<file path="config.mk">
export PLATFORM = sky130hd
export DESIGN_NAME = tank_hit_manager
export DESIGN_NICKNAME = d
export VERILOG_FILES = /design/src/rtl/tank_hit_manager.sv
export SDC_FILE = /design/constraint.sdc
export NUM_CORES = 1
export LEC_CHECK = 0
export CAP_MARGIN = 20
export CORE_ASPECT_RATIO = 1.25
export CORE_MARGIN = 2
export CORE_UTILIZATION = 45
export CTS_BUF_LIST = sky130_fd_sc_hd__clkbuf_8
export DETAILED_ROUTE_END_ITERATION = 6
export PLACE_DENSITY = 0.78
export RECOVER_POWER = 100
export SKIP_CTS_REPAIR_TIMING = 1
export SLEW_MARGIN = 40
export SYNTH_ARGS = -nofsm -noshare
export SYNTH_HDL_FRONTEND = slang
export SYNTH_SLANG_ARGS = --single-unit
</file>
<file path="constraint.sdc">
create_clock -name clk_50MHz -period 6.45 [get_ports clk_50MHz]
set_clock_uncertainty 0.05 [all_clocks]
set_input_delay 1.29 -clock clk_50MHz [delete_from_list [all_inputs] [get_ports clk_50MHz]]
set_output_delay 1.29 -clock clk_50MHz [all_outputs]
set_load 0.02 [all_outputs]
</file>
<file path="src/rtl/tank_hit_manager.sv">
// -----------------------------------------------------------------------------
// tank_hit_manager
//
// Player-side damage/score stage that sits directly upstream of an enemy
// instance. Once per frame it checks the enemy bullet against the player tank
// and produces the enemy's hit / tank_detroyed inputs. It also runs the
// lives / boom / respawn state machine and counts enemy kills from the
// enemy's enemy_detroyed level.
//
// Optional feature: define HIT_INVULN_EN to give the tank INVULN_FRAMES frames
// of hit immunity after every respawn.
//
// Ports:
//   clk_50MHz       in   1        system clock
//   reset           in   1        asynchronous, active-low
//   refresh_tick    in   1        1-cycle frame strobe
//   x_enemy_bullet  in   10       enemy bullet left x (bullet 4x4 px)
//   y_enemy_bullet  in   10       enemy bullet top y
//   x_tank          in   10       tank left x (tank 32x32 px)
//   y_tank          in   10       tank top y
//   enemy_detroyed  in   1        level: tank bullet overlaps enemy
//   hit             out  1        1-cycle pulse, enemy bullet struck the tank
//   tank_detroyed   out  1        high in BOOM and GAME_OVER
//   tank_respawn    out  1        1-cycle pulse, tank returns to start
//   lives           out  LIVES_W  remaining lives
//   score           out  SCORE_W  saturating kill count
//   game_over       out  1        high in GAME_OVER
// -----------------------------------------------------------------------------
module tank_hit_manager #(
  parameter int LIVES_INIT    = 3,
  parameter int BOOM_FRAMES   = 8,
  parameter int SCORE_W       = 10,
  parameter int INVULN_FRAMES = 60,
  parameter int LIVES_W       = $clog2(LIVES_INIT + 1)
) (
  input  logic               clk_50MHz,
  input  logic               reset,
  input  logic               refresh_tick,
  input  logic [9:0]         x_enemy_bullet,
  input  logic [9:0]         y_enemy_bullet,
  input  logic [9:0]         x_tank,
  input  logic [9:0]         y_tank,
  input  logic               enemy_detroyed,
  output logic               hit,
  output logic               tank_detroyed,
  output logic               tank_respawn,
  output logic [LIVES_W-1:0] lives,
  output logic [SCORE_W-1:0] score,
  output logic               game_over
);

  // Counter sized so that BOOM_FRAMES == 1 still yields a non-zero width.
  localparam int BOOM_W = $clog2(BOOM_FRAMES + 1);
  localparam logic [BOOM_W-1:0] BOOM_LAST = BOOM_W'(BOOM_FRAMES - 1);

  typedef enum logic [1:0] {
    ST_ALIVE     = 2'd0,
    ST_BOOM      = 2'd1,
    ST_RESPAWN   = 2'd2,
    ST_GAME_OVER = 2'd3
  } state_t;

  state_t              state_r, state_nxt_s;
  logic [BOOM_W-1:0]   boom_cnt_r, boom_cnt_nxt_s;
  logic [LIVES_W-1:0]  lives_r, lives_nxt_s;
  logic [SCORE_W-1:0]  score_r, score_nxt_s;
  logic                enemy_q_r;
  logic                hit_r, hit_nxt_s;
  logic                tank_detroyed_r, tank_detroyed_nxt_s;
  logic                tank_respawn_r, tank_respawn_nxt_s;
  logic                game_over_r, game_over_nxt_s;
  logic                take_hit_s;
  logic                kill_s;
  logic                overlap_s;
  logic                inv_active_s;
  logic [10:0]         xb_s, yb_s, xt_s, yt_s;

  // Widen to 11 bits so the +32 / +3 edges never wrap near the screen border.
  assign xb_s = {1'b0, x_enemy_bullet};
  assign yb_s = {1'b0, y_enemy_bullet};
  assign xt_s = {1'b0, x_tank};
  assign yt_s = {1'b0, y_tank};

  assign overlap_s = (xb_s < (xt_s + 11'd32)) && ((xb_s + 11'd3) >= xt_s) &&
                     (yb_s < (yt_s + 11'd32)) && ((yb_s + 11'd3) >= yt_s);

  // Rising edge of the enemy level: a held level counts as a single kill.
  assign kill_s = enemy_detroyed & ~enemy_q_r;

`ifdef HIT_INVULN_EN
  localparam int INV_W = $clog2(INVULN_FRAMES + 1);
  logic [INV_W-1:0] inv_cnt_r, inv_cnt_nxt_s;

  assign inv_active_s = (inv_cnt_r != '0);

  // Immunity counter: loaded on respawn, counts frames down while alive.
  always_comb begin
    inv_cnt_nxt_s = inv_cnt_r;
    if (state_r == ST_RESPAWN) begin
      inv_cnt_nxt_s = INV_W'(INVULN_FRAMES);
    end else if ((state_r == ST_ALIVE) && refresh_tick && inv_active_s) begin
      inv_cnt_nxt_s = inv_cnt_r - INV_W'(1);
    end else begin
      inv_cnt_nxt_s = inv_cnt_r;
    end
  end

  // Immunity counter register.
  always_ff @(posedge clk_50MHz or negedge reset) begin
    if (!reset) begin
      inv_cnt_r <= '0;
    end else begin
      inv_cnt_r <= inv_cnt_nxt_s;
    end
  end
`else
  assign inv_active_s = 1'b0;
`endif

  // State register.
  always_ff @(posedge clk_50MHz or negedge reset) begin
    if (!reset) begin
      state_r <= ST_ALIVE;
    end else begin
      state_r <= state_nxt_s;
    end
  end

  // Next-state logic; the lives guard keeps ALIVE from ever underflowing.
  always_comb begin
    state_nxt_s = state_r;
    take_hit_s  = 1'b0;
    case (state_r)
      ST_ALIVE: begin
        if (refresh_tick && overlap_s && !inv_active_s && (lives_r != '0)) begin
          state_nxt_s = ST_BOOM;
          take_hit_s  = 1'b1;
        end else begin
          state_nxt_s = ST_ALIVE;
        end
      end
      ST_BOOM: begin
        if (refresh_tick && (boom_cnt_r == BOOM_LAST)) begin
          state_nxt_s = (lives_r == '0) ? ST_GAME_OVER : ST_RESPAWN;
        end else begin
          state_nxt_s = ST_BOOM;
        end
      end
      ST_RESPAWN:   state_nxt_s = ST_ALIVE;
      ST_GAME_OVER: state_nxt_s = ST_GAME_OVER;
      default:      state_nxt_s = ST_ALIVE;
    endcase
  end

  // Output/datapath logic: outputs are decoded from the next state so that
  // the registered copies line up with the state they describe.
  always_comb begin
    hit_nxt_s           = take_hit_s;
    tank_detroyed_nxt_s = (state_nxt_s == ST_BOOM) || (state_nxt_s == ST_GAME_OVER);
    tank_respawn_nxt_s  = (state_nxt_s == ST_RESPAWN);
    game_over_nxt_s     = (state_nxt_s == ST_GAME_OVER);

    if (take_hit_s) begin
      lives_nxt_s    = lives_r - LIVES_W'(1);
      boom_cnt_nxt_s = '0;
    end else if ((state_r == ST_BOOM) && refresh_tick) begin
      lives_nxt_s    = lives_r;
      boom_cnt_nxt_s = boom_cnt_r + BOOM_W'(1);
    end else begin
      lives_nxt_s    = lives_r;
      boom_cnt_nxt_s = boom_cnt_r;
    end

    if (kill_s && (state_r != ST_GAME_OVER) && (score_r != '1)) begin
      score_nxt_s = score_r + SCORE_W'(1);
    end else begin
      score_nxt_s = score_r;
    end
  end

  // Registered outputs and datapath state.
  always_ff @(posedge clk_50MHz or negedge reset) begin
    if (!reset) begin
      hit_r           <= 1'b0;
      tank_detroyed_r <= 1'b0;
      tank_respawn_r  <= 1'b0;
      game_over_r     <= 1'b0;
      lives_r         <= LIVES_W'(LIVES_INIT);
      score_r         <= '0;
      boom_cnt_r      <= '0;
      enemy_q_r       <= 1'b0;
    end else begin
      hit_r           <= hit_nxt_s;
      tank_detroyed_r <= tank_detroyed_nxt_s;
      tank_respawn_r  <= tank_respawn_nxt_s;
      game_over_r     <= game_over_nxt_s;
      lives_r         <= lives_nxt_s;
      score_r         <= score_nxt_s;
      boom_cnt_r      <= boom_cnt_nxt_s;
      enemy_q_r       <= enemy_detroyed;
    end
  end

  assign hit           = hit_r;
  assign tank_detroyed = tank_detroyed_r;
  assign tank_respawn  = tank_respawn_r;
  assign game_over     = game_over_r;
  assign lives         = lives_r;
  assign score         = score_r;

endmodule
</file>
==> results of run 1 <==
[worst reg2reg max path: cells and delay by family (launching register included)]
kind	cells	cell delay, ns
buf+inv	1	0.06
mux	1	0.22
flops	1	0.54
fa+ha+maj	1	0.23
simple gates	2	0.93
compound gates	3	0.57
[power by group through the flow]
stage / registers [mW] / clock network (mW) / logic (mW)
2_1_floorplan: 0.263 / 0 / 0.163
3_3_place_gp: 0.235 / 0 / 0.309
3_5_place_dp: 0.238 / 0 / 0.317
4_1_cts: 0.236 / 0.0883 / 0.319
5_1_grt: 0.240 / 0.0948 / 0.344
6_report: 0.234 / 0.0859 / 0.304
[area by class of cell]
cell class	count	area, µm²	area share
clock buffer	3	41.3	0.0136
clock inverter	1	5.00	0.00165
inverter	35	131	0.0433
multi-input combinational	201	1620	0.533
sequential	23	578	0.190
tap	62	77.6	0.0256
timing repair buffer	59	584	0.192
[through the flow]
step                      hold WS (ns)  cells
after floorplan                  0.455    261
after global placement           0.424    380
after detailed placement         0.430    380
after CTS                        0.442    384
after global routing             0.476    384
final                            0.432    384
[metal layers]
layer	wire length, µm	GRT usage
met1	1940	0.196
met2	2580	0.330
met3	147	0.0161
met4	73	0.0618
met5	0	0
[layout by cell type, fill, tap and decap left out, types with 2 or more instances in the layout]
cell,Yosys,layout
o21ai_2,2,2
and3b_1,2,2
and3_1,3,3
dlygate4sd3_1,0,19
a31oi_1,3,3
nor2_1,14,14
clkdlybuf4s50_1,0,39
nand2_1,15,15
nor3_1,2,2
xor2_1,9,9
xnor2_1,26,26
clkbuf_8,0,3
o21ai_0,8,8
inv_1,35,35
and4_1,4,4
ha_1,47,47
mux2i_1,2,2
a21oi_1,15,15
dfstp_2,2,2
dfrtp_1,21,21
a21o_1,8,8
nand4_1,5,5
o21a_1,2,2
a41o_1,2,2
nand3_1,15,15
nor2b_1,3,3
o211ai_1,2,2
[flip-flops by register name, indices dropped and copies added (netlist names)]
name	flops
score	10
lives	2
enemy_q_r	1
boom_cnt_r	4
hit	1
state_r	2
game_over	1
tank_detroyed	1
tank_respawn	1
[worst max-delay path by stage]
stage | from | endpoint | slack, ns | depth (start not counted)
after floorplan | y_enemy_bullet[0] | game_over | 2.65 | 12
after global placement | y_enemy_bullet[0] | game_over | 1.97 | 12
after detailed placement | y_enemy_bullet[0] | game_over | 1.89 | 12
after CTS | y_enemy_bullet[0] | game_over | 2.17 | 12
after global routing | y_enemy_bullet[0] | game_over | 1.93 | 12
final | y_enemy_bullet[0] | game_over | 2.10 | 12
[cells by family (layout without fill, tap and decap cells)]
group                      count (synthesis)  in the layout  share of synthesized area
AOI/OAI and AO/OA                         49             49                      0.146
DFF                                       23             23                      0.247
muxes                                      3              3                     0.0134
adders and majority gates                 47             47                      0.251
buffers and inverters                     37             98                     0.0625
and+or+nand+nor                           67             67                      0.150
xor gates and xnor gates                  35             35                      0.131
==> flow_results.org, run 1 <==
** Outcome
- The flow ran to the end, and the final reports show no timing, DRC or antenna violations.

** Detailed routing
- Once detail routing completed, the nets flagged for antenna violations numbered 0.
- Detailed router's first-iteration violation count :: 49
- Overall routed net length :: 4740 µm
- Per-cell routed wire length :: ~12 µm
- The routed layout has 2,010 vias.
- In the routed design, unresolved DRC markers number 0.
- Before antenna repair, the detailed router went through 3 iterations.
- Dividing the detail-routed via count by the number of cells gives 5.23.

** Power
- Power Dens Cells :: 205 nW/µm²
- Of the total power, registers draw 0.375.
- The share of total power dissipated in combinational logic is 0.487.
- Of the total power, the clock network draws 0.138.
- Net Sw Power :: roughly 0.24 mW
- Leak Pwr :: approximately 1.5 nW
- Internal power comes to about 0.39 mW.
- Worst voltage drop across the vdd grid :: about 0.00010 V
- Switching power share of the total :: 0.378
- Total power for the finished layout comes to ~0.62 mW.

** Finish
- Fraction of final layout cells with drive strength greater than 1 :: 0.0342
- Cell area after layout :: approximately 3000 µm²
- Final-layout fill cell count :: between 400 and 500
- The area growth from synthesis to layout is 29.6%.
- The number of antenna diodes in the final layout is 0.
- After the last flow step, the layout net total stands at between 400 and 500.
- Fraction of the core area covered by cells at the end of the flow :: 0.602

** STA
- Relative slew slack :: 0.214
- Max Transition Viols Final :: 0
- The number of endpoints with negative hold slack in the final report came to 0.
- At the pin with the least slew margin, the transition time is 1.18 ns.
- Of the available clock period, the critical path in the final layout requires 0.675.
- Derived from the worst setup path, the maximum achievable clock frequency is around 0.23 GHz.
- Setup repair after global routing left no endpoint under its margin.
- Post-layout min period :: approximately 4.4 ns
- Fin Setup TNS :: 0 ns
- In the post-route analysis, the smallest setup slack over all paths is 2.10 ns.
- Setup violations remaining at the end of the flow were counted as 0.

** Setup path
- Counting cells, the worst reg-to-reg path comes to 8.
- Data arrival time of the critical path :: ~4.5 ns
- Buffering stage count on the worst path with inverters included :: 2
- Maximum single-stage delay on the critical path :: between 0.5 and 0.6 ns
- Worst path top cell family by delay :: compound AO/OA/AOI/OAI gates
- Critical path start-end classification :: input pin to register
- Crit path max fanout :: 9
- Cell chain of the critical path :: dlygate4sd3_1, inv_1, ha_1, nor3_1, nand3_1, xnor2_1, ha_1, a21o_1, a221o_1, a41o_1, and4_1, o31a_1
- In this run the critical register-to-register path is launched from lives[0].
- Capture point of the worst reg-to-reg path :: lives[1]
- Register-to-register path setup slack :: roughly 3.8 ns
- The worst setup path is captured at a register.
- Worst EP required :: around 6.6 ns
- Critical-path top delay cell :: dlygate4sd3_1
- Kind of start point of the critical path :: input pin
- Cell type with the highest occurrence count on the critical path :: ha_1

** Placement
- Gp weighted congestion :: roughly 0.84
- Number of input and output port buffers inserted :: between 50 and 60
- Final HPWL from detailed placement :: 4130 µm
- DP Area :: 2990 µm²
- Before CTS, the worst setup slack after placement is around 1.9 ns.

** Global routing
- The number of global-route vias before repair was about 2,000.
- First-pass GRT wire length :: slightly above 8000 µm
- Global routing finished with a remaining overflow of 0.
- Maximum number of pins on one net before global-route repair :: 24
- In the global route stage, overall resource usage came out at 0.176.
- Initial antenna violation count :: 0

** CTS
- Clock latency at the later pin of the worst-skew pair :: 0.26 ns
- Buffers inserted during clock tree synthesis total 3.
- Sink Count :: 23
- Clock tree from TritonCTS :: yes
- Clock-pin slew was measured on the worst setup and hold paths at roughly 0.08 ns.
- H-tree lvl count :: 1
- No sink is reached through more buffers than the 2 on the longest clock path.
- Root Buffer :: clkbuf_8

** Hold path
- The worst hold path belongs to the class register to register.
- Worst hold path endpoint :: score[7]
- Cell count of the worst hold path :: 1
- In this run the most critical hold path is launched from score[7].

** Synth
- Counting every net in the synthesized netlist gives 352.
- In this run, distinct cell masters in the synthesized netlist total 38.
- Portion of synthesized cell area occupied by the leading cell type :: 0.251
- The synthesized netlist occupies a cell area of 2340 µm².
- Largest area contributor in the netlist :: ha_1
- Proportion of synthesized flip-flops having asynchronous set or reset :: 1.00
- Mapped Cells :: 261
- In the post-synthesis netlist, the biggest area contributors are ha_1 25%, dfrtp_1 22%, xnor2_1 9.7%.
- Count of state elements after synthesis :: 23
- By count the netlist is led by 47 x ha_1, 35 x inv_1, 26 x xnor2_1, 21 x dfrtp_1.
- Among all flip-flop cells after synthesis, the most frequent one is dfrtp_1.
- Warnings, synthesis :: 0
- A synthesized cell averages approximately 9 µm².
- Count of flip-flops with a built-in enable after synthesis :: 0
- Share of the yosys chip area belonging to registers :: 0.247
- By instance count, the leading cell after synthesis is ha_1.

** Floorplanning
- The core region is approximately 5000 µm².
- Pin placement for this block handled 60 I/O pins.
- Initial standard-cell utilization of the core :: 0.464
- Height of the die :: 84.7 µm
- Row generation in the floorplan step produced 29 rows.
- From left edge to right edge, the die measures between 60 and 70 µm.
- The die covers a little under 6000 µm².

** Flow run
- Across the run, the number of max-cap violations was 0.
No activity file was read; power rests on OpenSTA's default activity.
==> run 2: changes to the inputs <==
Clock period 6.45 ns to 4.4 ns, I/O delays scaled along.
==> flow_results.org, run 2 (synthesis gave the netlist of run 1 again) <==
** Outcome
- The run finished with clean final reports.

** STA
- The smallest clock period supported by the final layout is computed as around 3.8 ns.
- Count of final setup violators :: 0
- Total count of hold-check failures in the final report :: 0
- After layout, the worst setup slack is between 0.6 and 0.7 ns.
- Setup repair after global routing left no endpoint under its margin.
- Relative slew slack :: 0.196
- Fin Setup TNS :: 0 ns
- Post-route clock period utilization :: 0.856
- The number of slew-limit violations in the final report came to 0.
- Fmax :: approximately 0.27 GHz
- Actual transition at the worst max-transition pin :: roughly 1.2 ns

** CTS
- CTS placed an instance of clkbuf_8 at the clock tree root.
- The longest clock path from root to sink contains 2 buffers.
- At the later pin of the worst-skew pair, clock insertion delay measures 0.26 ns.
- Clock transition at the registers of the reported paths :: 0.08 ns
- The clock net in this run drives a total of 23 sinks.
- CTS built an H-tree with a depth of 1.
- Counting the buffers created by CTS gives 3.
- TritonCTS built the clock tree.

** Setup path
- Crit path max fanout :: 9
- Worst EP required :: between 4 and 5 ns
- Data arrival time of the critical path :: slightly below 4 ns
- Critical Path Sink Type :: register
- Kind of start point of the critical path :: input pin
- The critical path in this run is classified as input pin to register.
- Critical register-to-register path startpoint :: lives[0]
- Startpoint of the most critical setup path :: y_enemy_bullet[0]

** Global routing
- For this run, the total global-route usage over all layers was measured as 0.178.
- Maximum number of pins on one net before global-route repair :: 24
- Vias in the first global route :: between 2,000 and 2,500
- Summed over all layers, the global routing overflow is 0.
- First-pass GRT wire length :: 8280 µm
- Initial antenna violation count :: 0

** Detailed routing
- Overall routed net length :: between 4000 and 5000 µm
- In the routed design, unresolved DRC markers number 0.
- Detailed routing placed a total of about 2600 µm of wire on met2.
- Antenna-violating nets left :: 0
- Before antenna repair, the detailed router went through 4 iterations.
- Across all layers, the routed design uses between 2,000 and 2,500 vias.
- Per-cell routed wire length :: ~12 µm
- Detailed router's first-iteration violation count :: 54
- Wire length on met3 :: 170 µm
- The detailed router put a total of 1900 µm of wire on met1.
- Drt via density :: approximately 5.3
- Top layer reached by signal wires :: met4

** Floorplanning
- Measured along the y axis, the die boundary spans roughly 85 µm.
- The floorplan has 29 rows.
- Floorplan core area :: approximately 5000 µm²
- Count of boundary I/O pins :: 60
- Die span in x :: approximately 70 µm
- For this configuration, the core starts out at a cell density of 0.464.
- The die covers between 5000 and 6000 µm².

** Placement
- Pre-CTS setup slack :: roughly 0.36 ns
- The count of buffers added on input and output ports is 59.
- Routability-driven placement finished with a final weighted congestion of roughly 0.85.
- Dpl cells :: around 380
- Final HPWL from detailed placement :: ~4100 µm

** Power
- Worst voltage drop across the vdd grid :: roughly 0.00017 V
- Internal power of the cells :: approximately 0.57 mW
- Net Sw Power :: about 0.35 mW
- Power Dens Cells :: between 300 and 400 nW/µm²
- The share of total power dissipated in combinational logic is 0.488.
- Total design power :: 0.917 mW
- Summed over all cells, the static leakage comes to approximately 1.5 nW.
- Of the total power, the share spent switching nets is 0.380.
- Sequential fraction of design power :: 0.373
- The share of total power dissipated in the clock network is 0.139.

** Finish
- Number of diodes :: 0
- At the end of the flow the core is filled with cells to 0.603.
- Non-filler instance count after layout :: between 300 and 400
- The register with the most flip-flops in the layout has 10 of them.
- Leading cell types in the layout, fill and taps excluded :: 47 x ha_1, 39 x clkdlybuf4s50_1, 35 x inv_1
- Post-layout net count :: between 400 and 500
- The library cell used most frequently in the layout, excluding fill and tap cells, is ha_1.
- Fraction of final layout cells with drive strength greater than 1 :: 0.0372
- From synthesis to final layout, the design area changed by 29.9%.

** Flow run
- The tool flagged a number of max-cap violations equal to 0.

** Hold path
- Start point of the worst hold path :: score[7]
- Class of the most critical hold timing path :: register to register
-- run 2: cell count changes in the layout (fill, tap and decap cells not counted), sizes merged --
cell,previous run,this run
buf,0,1
-- run 2: cell type report --
type                    count  area [µm²]
flip-flops and latches     23         578
repair buffers             60         592
fillers                   445        2000
clock buffers               3        41.3
well taps                  62        77.6
inverters                  35         131
multi-input cells         201        1620
clock inverters             1        5.00
-- run 2: path summary, 6_finish.rpt --
kind	end	slack (ns)	cells after the start
max in group asynchronous	boom_cnt_r[3]	2.79	1
hold / removal	score[7]	0.44	1
min in group asynchronous	score[7]	0.80	1
setup reg to reg	lives[1]	1.72	8
hold reg to reg	score[7]	0.44	1
setup / recovery	game_over	0.64	12
-- run 2: layer usage --
layer,GRT usage,up-vias
li1,-,1042
met1,0.199,956
met2,0.337,46
met3,0.0134,6
met4,0.0582,0
met5,0,-
-- run 2: power groups by stage --
stage	Sequential (mW)	Combinational (mW)	Clock, mW
global route	0.353	0.507	0.140
CTS	0.344	0.469	0.132
detailed placement	0.349	0.466	0
floorplan	0.386	0.239	0
global placement	0.345	0.454	0
finish	0.342	0.447	0.128
-- run 2: metrics by stage --
step,cell area [µm²],hold slack [ns]
after global placement,3000,0.423
after detailed placement,3000,0.438
after global routing,3040,0.465
after CTS,3040,0.451
after floorplan,2340,0.455
final,3040,0.444
-- run 2: critical path: stages --
cell             delay, ns
clkdlybuf4s50_1       0.50
inv_1                 0.08
ha_1                  0.24
nor3_1                0.30
nand3_1               0.14
xnor2_1               0.14
ha_1                  0.29
a21o_1                0.17
a221o_1               0.34
a41o_1                0.21
and4_1                0.28
o31a_1                0.28
==> run 3: changes to the inputs <==
Clock period 4.4 ns to 4.3 ns, I/O delays scaled along.
==> flow_results.org, run 3 (synthesis gave the netlist of run 1 again) <==
** Setup path
- Data arrival time of the critical path :: roughly 3.9 ns
- The worst setup path is launched from an input pin.
- Among all stages on the critical path, the largest delay is contributed by dlygate4sd3_1.
- In this run the worst path has a maximum fanout of 9.
- The number of buffers and inverters on the critical path is 2.
- The worst register-to-register path has a depth of 8.
- In this run the register-to-register setup slack is between 1.5 and 2 ns.
- Capture point of the worst reg-to-reg path :: lives[1]
- Critical register-to-register path startpoint :: lives[0]
- STA classifies the critical path endpoint as a register.
- Cell chain of the critical path :: dlygate4sd3_1, inv_1, ha_1, and3b_1, and3_1, xor2_1, ha_1, a21o_1, a21o_1, a31oi_1, o21ai_0, and4_1, o31a_1
- Critical path start-end classification :: input pin to register
- On the worst path, the slowest cell contributes a delay of 0.59 ns.
- Worst EP required :: ~4.4 ns
- Worst path top cell family by delay :: compound AO/OA/AOI/OAI gates

** Power
- VDD sags by at most around 0.00018 V.
- Leak Pwr :: between 1 and 1.5 nW
- Power Dens Cells :: 309 nW/µm²
- Total design power :: ~0.94 mW

** CTS
- Root Buffer :: clkbuf_8
- Maximum clock path buffer count :: 2
- TritonCTS built the clock tree.
- After clock tree synthesis, the clock-pin slew on the worst setup and hold paths is ~0.08 ns.
- H-tree lvl count :: 1
- Clock latency at the later pin of the worst-skew pair :: 0.26 ns
- Number of buffers added by the clock tree synthesis step :: 3
- Sink Count :: 23

** Floorplanning
- Die span in x :: approximately 70 µm
- Initial standard-cell utilization of the core :: 0.464
- The die covers slightly below 6000 µm².
- Height of the die :: around 85 µm
- Count of boundary I/O pins :: 60
- Floorplan core area :: slightly above 5000 µm²
- Number of core rows :: 29

** Finish
- In the final layout, the multi-input gates occupy between 1500 and 2000 µm².
- Register area :: 578 µm²
- Compared with the post-synthesis result, the final layout area differs by 29.9%.
- Most common cell after layout, fill and taps aside :: ha_1
- Leaving out fill and tap cells, the most frequent cells in the layout are 47 x ha_1, 39 x clkdlybuf4s50_1, 35 x inv_1.
- For this run, the post-layout net count is approximately 420.
- Number of diodes :: 0
- The register with the most flip-flops in the layout has 10 of them.
- Final-layout fill cell count :: 463
- Of the cells placed in the final design, the portion with a size suffix greater than 1 is 0.0372.

** Global routing
- Maximum number of pins on one net before global-route repair :: 24
- In the global route stage, met3 resource usage came out at 0.0134.
- Met1 Track Usage GR :: 0.194
- The total overflow left after global routing is 0.
- Global routing usage summed across all routing layers :: 0.178
- The number of global-route vias before repair was about 2,100.
- After global routing, the most crowded layer is met2.
- For met2 alone, demand over resource in global routing was 0.351.
- Initial antenna violation count :: 0
- The first global-routing pass estimated ~8300 µm of wire.

** Detailed routing
- Per-cell routed wire length :: between 10 and 15 µm
- TritonRoute pass-1 iters :: 4
- Wires add up to 4800 µm.
- Overall via count from detail_route :: 2,051
- Drt via density :: between 5 and 6
- Drt drc :: 0
- The first routing iteration left 59 violations.
- The count of nets left with antenna violations once routing finished came out at 0.

** STA
- The number of endpoints with negative hold slack in the final report is 0.
- Setup violations remaining at the end of the flow were counted as 0.
- The worst path meets setup with around 0.54 ns of slack.
- Fin Setup TNS :: 0 ns
- Setup repair after global routing left no endpoint under its margin.
- Actual transition at the worst max-transition pin :: ~1.2 ns
- Max Transition Viols Final :: 0
- In this run the tightest slew margin relative to its limit is 0.224.
- The routed design could run at a clock period as short as approximately 3.8 ns.
- Fmax :: about 0.27 GHz
- The tightest hold path in the finished design has a slack of approximately 0.45 ns.
- Dividing the final minimum period by the clock period gives 0.874.

** Placement
- Routability-driven placement finished with a final weighted congestion of approximately 0.8.
- Port buffering added 59 buffers.
- Summed over all nets, the half-perimeter wirelength after detailed placement is approximately 4200 µm.
- At the placement stage, the worst setup path has a slack of roughly 0.33 ns.

** Outcome
- The flow ran to the end, and the final reports show no timing, DRC or antenna violations.

** Hold path
- Class of the most critical hold timing path :: register to register
- The worst hold path begins at score[7].
- Worst hold path endpoint :: score[7]
- Cell count of the worst hold path :: 1

** Flow run
- Number of max-cap violations :: 0
-- run 3: worst reg2reg max path: stages (launching register included) --
cell	delay, ns
dfstp_2	0.54
inv_1	0.06
ha_1	0.23
or4b_4	0.53
a2111oi_4	0.34
o21ai_2	0.09
o21ai_2	0.13
and4_1	0.41
mux2i_1	0.23
-- run 3: worst max-delay path by stage --
| stage | start | endpoint | cells after the start |
|---|---|---|---|
| 3_5_place_dp | y_enemy_bullet[0] | game_over | 12 |
| 5_1_grt | x_enemy_bullet[0] | game_over | 13 |
| 4_1_cts | y_enemy_bullet[0] | game_over | 12 |
| 3_3_place_gp | y_enemy_bullet[0] | game_over | 12 |
| 2_1_floorplan | y_enemy_bullet[0] | game_over | 12 |
| 6_report | x_enemy_bullet[0] | game_over | 13 |
-- run 3: per-stage QoR --
step	util	std cells	area [µm²]
2_1_floorplan	-	261	2340
4_1_cts	0.604	385	3040
3_3_place_gp	0.595	381	3000
5_1_grt	0.603	385	3040
3_5_place_dp	0.594	381	3000
6_report	0.603	385	3040
-- run 3: per-layer routing --
layer  share of wire  vias up
met5               0        -
met4          0.0075        0
met3           0.022        4
met2            0.56       36
met1            0.41      969
li1                -     1042
-- run 3: final cells by class --
class / instances / area share
repair buffers: 60 / 0.194
flip-flops and latches: 23 / 0.190
multi-input cells: 201 / 0.532
clock inverters: 1 / 0.00164
inverters: 35 / 0.0432
well taps: 62 / 0.0255
clock buffers: 3 / 0.0136
-- run 3: where the power goes --
| part | switching, mW | leakage [nW] | total (mW) | internal, mW |
|---|---|---|---|---|
| Sequential | 0.0630 | 0.291 | 0.352 | 0.289 |
| Combinational | 0.231 | 1.18 | 0.461 | 0.230 |
| Clock | 0.0648 | 0.0255 | 0.129 | 0.0645 |
| Total | 0.359 | 1.49 | 0.942 | 0.583 |
==> patch (flow settings as in run 2) <==
The option `HIT_INVULN_EN` is turned on by a define.
--- a/src/rtl/tank_hit_manager.sv
+++ b/src/rtl/tank_hit_manager.sv
@@ -27,4 +27,6 @@
 //   game_over       out  1        high in GAME_OVER
 // -----------------------------------------------------------------------------
+`define HIT_INVULN_EN
+
 module tank_hit_manager #(
   parameter int LIVES_INIT    = 3,
Function: no difference found for any inputs over 10 cycles, from zero or initial values and one cycle with reset low; that may be too few to reach the edited logic, so the function may still have changed.
==> patch against run 2 <==
- sequential cell count grew 5
- synthesized cell count grew 12%
- area after synthesis grew 15%
- utilization is 1.5 points lower
- worst setup slack got worse by 25 ps
- wire length rose by 17%
- power rose by 4.5%
- non-clock buffer count stayed put
- cell area rose by 12%
==> patch: results (changes against run 2) <==
Clock Root Buffer - clkbuf_8
Total CTS buffers - 3 (unchanged)
Routed wire per std cell - 13.1 µm (+7.2%)
Vias after detailed routing - 2,229 (+8.7%)
DR iter-0 viols - 69 (+28%)
Largest register FFs - 10 (unchanged)
Static leakage - 1.68 nW (+13%)
Antenna violations before repair - 0 (unchanged)
Rel. slew slack - 2.81% (-17 points)
Dominant cells by area after synthesis - dfrtp_1, ha_1, xnor2_1
DRT Pass-1 Iters - 4 (unchanged)
CP Data Arrival Time - 3940 ps (+80 ps)
H-tree depth - 1 (unchanged)
Gpl congestion - 0.793 (-6.8%)
Syn_nets - 385 (+9.4%)
Global-route wire length before repair - 9420 µm (+14%)
Synthesis Warnings - 0 (unchanged)
Final-report setup violation count - 0 (unchanged)
Status - finished clean
Async set or reset register ratio after synthesis - 100% (unchanged)
Number of port buffers - 59 (unchanged)
Later-pin clock latency in the skew report - 270 ps
Total GRT Usage - 16.9% (-0.86 points)
Vias in the first global route - 2,262 (+9.4%)
Hold Path Class - reg -> reg
HPWL Detailed - 4640 µm (+12%)
Post-synth cell types - 47 (+24%)
Largest net degree at the start of global routing - 29 (+21%)
CP Max Fanout - 5 (-4)
Layout cell share with drive strength beyond 1 - 5.07% (+1.4 points)
Max IR drop VDD - 246 µV (+44%)
CTS Buffer Depth - 2 (unchanged)
Max Cap Viol - 0 (unchanged)
Final #Nets - 448 (+8.0%)
Clock transition at the registers of the reported paths - 90 ps
Sequential element share of the synthesized area - 26.1% (+1.4 points)
# fillers - 504 (+13%)
Ys flop type - dfrtp_1
Post-synth top cells - ha_1, nand2_1, inv_1, dfrtp_1, xnor2_1
Antenna Cells - 0 (unchanged)
==> patch: cell types whose count changed in the layout (fill, tap and decap cells not counted), sizes merged, moves of 2 or more <==
cell / delta
and3b: -2
xor2: +4
a21oi: -2
nand3b: +2
o21ai: -4
nand3: -2
and4b: +2
and4: -2
inv: -2
nand4: +6
dfrtp: +5
nor3: +2
nand2: +20
==> patch: logic make-up after synthesis <==
| family | share of synthesized area (%) |
|---|---|
| AOI/OAI and AO/OA | 12.7 |
| xor gates and xnor gates | 12.9 |
| adders and majority gates | 22.3 |
| buffers and inverters | 5.20 |
| DFF | 26.1 |
| muxes | 1.53 |
| and+or+nand+nor | 19.3 |
==> patch: area by class of cell <==
cell class | count | area (µm²) | share of cell area (%)
clock buffers | 3 | 41.3 | 1.21
clock inverters | 1 | 30.0 | 0.883
inverters | 33 | 124 | 3.64
multi-input cells | 230 | 1820 | 53.7
flip-flops and latches | 28 | 703 | 20.7
well taps | 66 | 82.6 | 2.43
repair buffers | 60 | 594 | 17.5
==> patch: routing by layer <==
metal / vias up / track usage (%) / share of wire (%)
met5: - / 0 / 0
met3: 4 / 2.23 / 4.0
li1: 1149 / - / -
met4: 0 / 3.09 / 0.60
met2: 41 / 30.9 / 51
met1: 1035 / 20.7 / 44
==> patch: power by group <==
group / switching, W / internal [W] / total [W]
combinational: 0.000193 / 0.000192 / 0.000385
sequential: 0.0000604 / 0.000314 / 0.000374
clock: 0.0000775 / 0.000122 / 0.000199
total: 0.000331 / 0.000627 / 0.000958
==> patch: final timing paths <==
path                                         from      endpoint  slack [ps]  cells after the start
worst max-delay path            y_enemy_bullet[0]      lives[0]         610                     12
worst min-delay path                     score[4]      score[4]         460                      1
worst max register to register           score[2]      score[8]        2060                      6
worst min register to register           score[4]      score[4]         460                      1
max in group asynchronous                   reset  inv_cnt_r[5]        2030                      2
min in group asynchronous                   reset      score[6]        1420                      2
==> patch: metrics by stage <==
stage                     area [µm²]  total power (W)  cells  setup slack, ps
after floorplan                 2700         0.000619    293             1190
after global placement          3360         0.000768    417              503
after detailed placement        3360         0.000782    417              426
after CTS                       3430         0.000984    421              703
after global routing            3400          0.00104    421              405
final                           3400         0.000958    421              611
==> patch: critical path, stage by stage <==
cell and delay, ps:
dlygate4sd3_1 600, inv_1 90, ha_1 240, nor3_1 360, nand3_1 150, xnor2_1 150
ha_1 290, a21o_1 160, a221o_1 340, a41o_1 230, and4b_1 280, xnor2_2 160
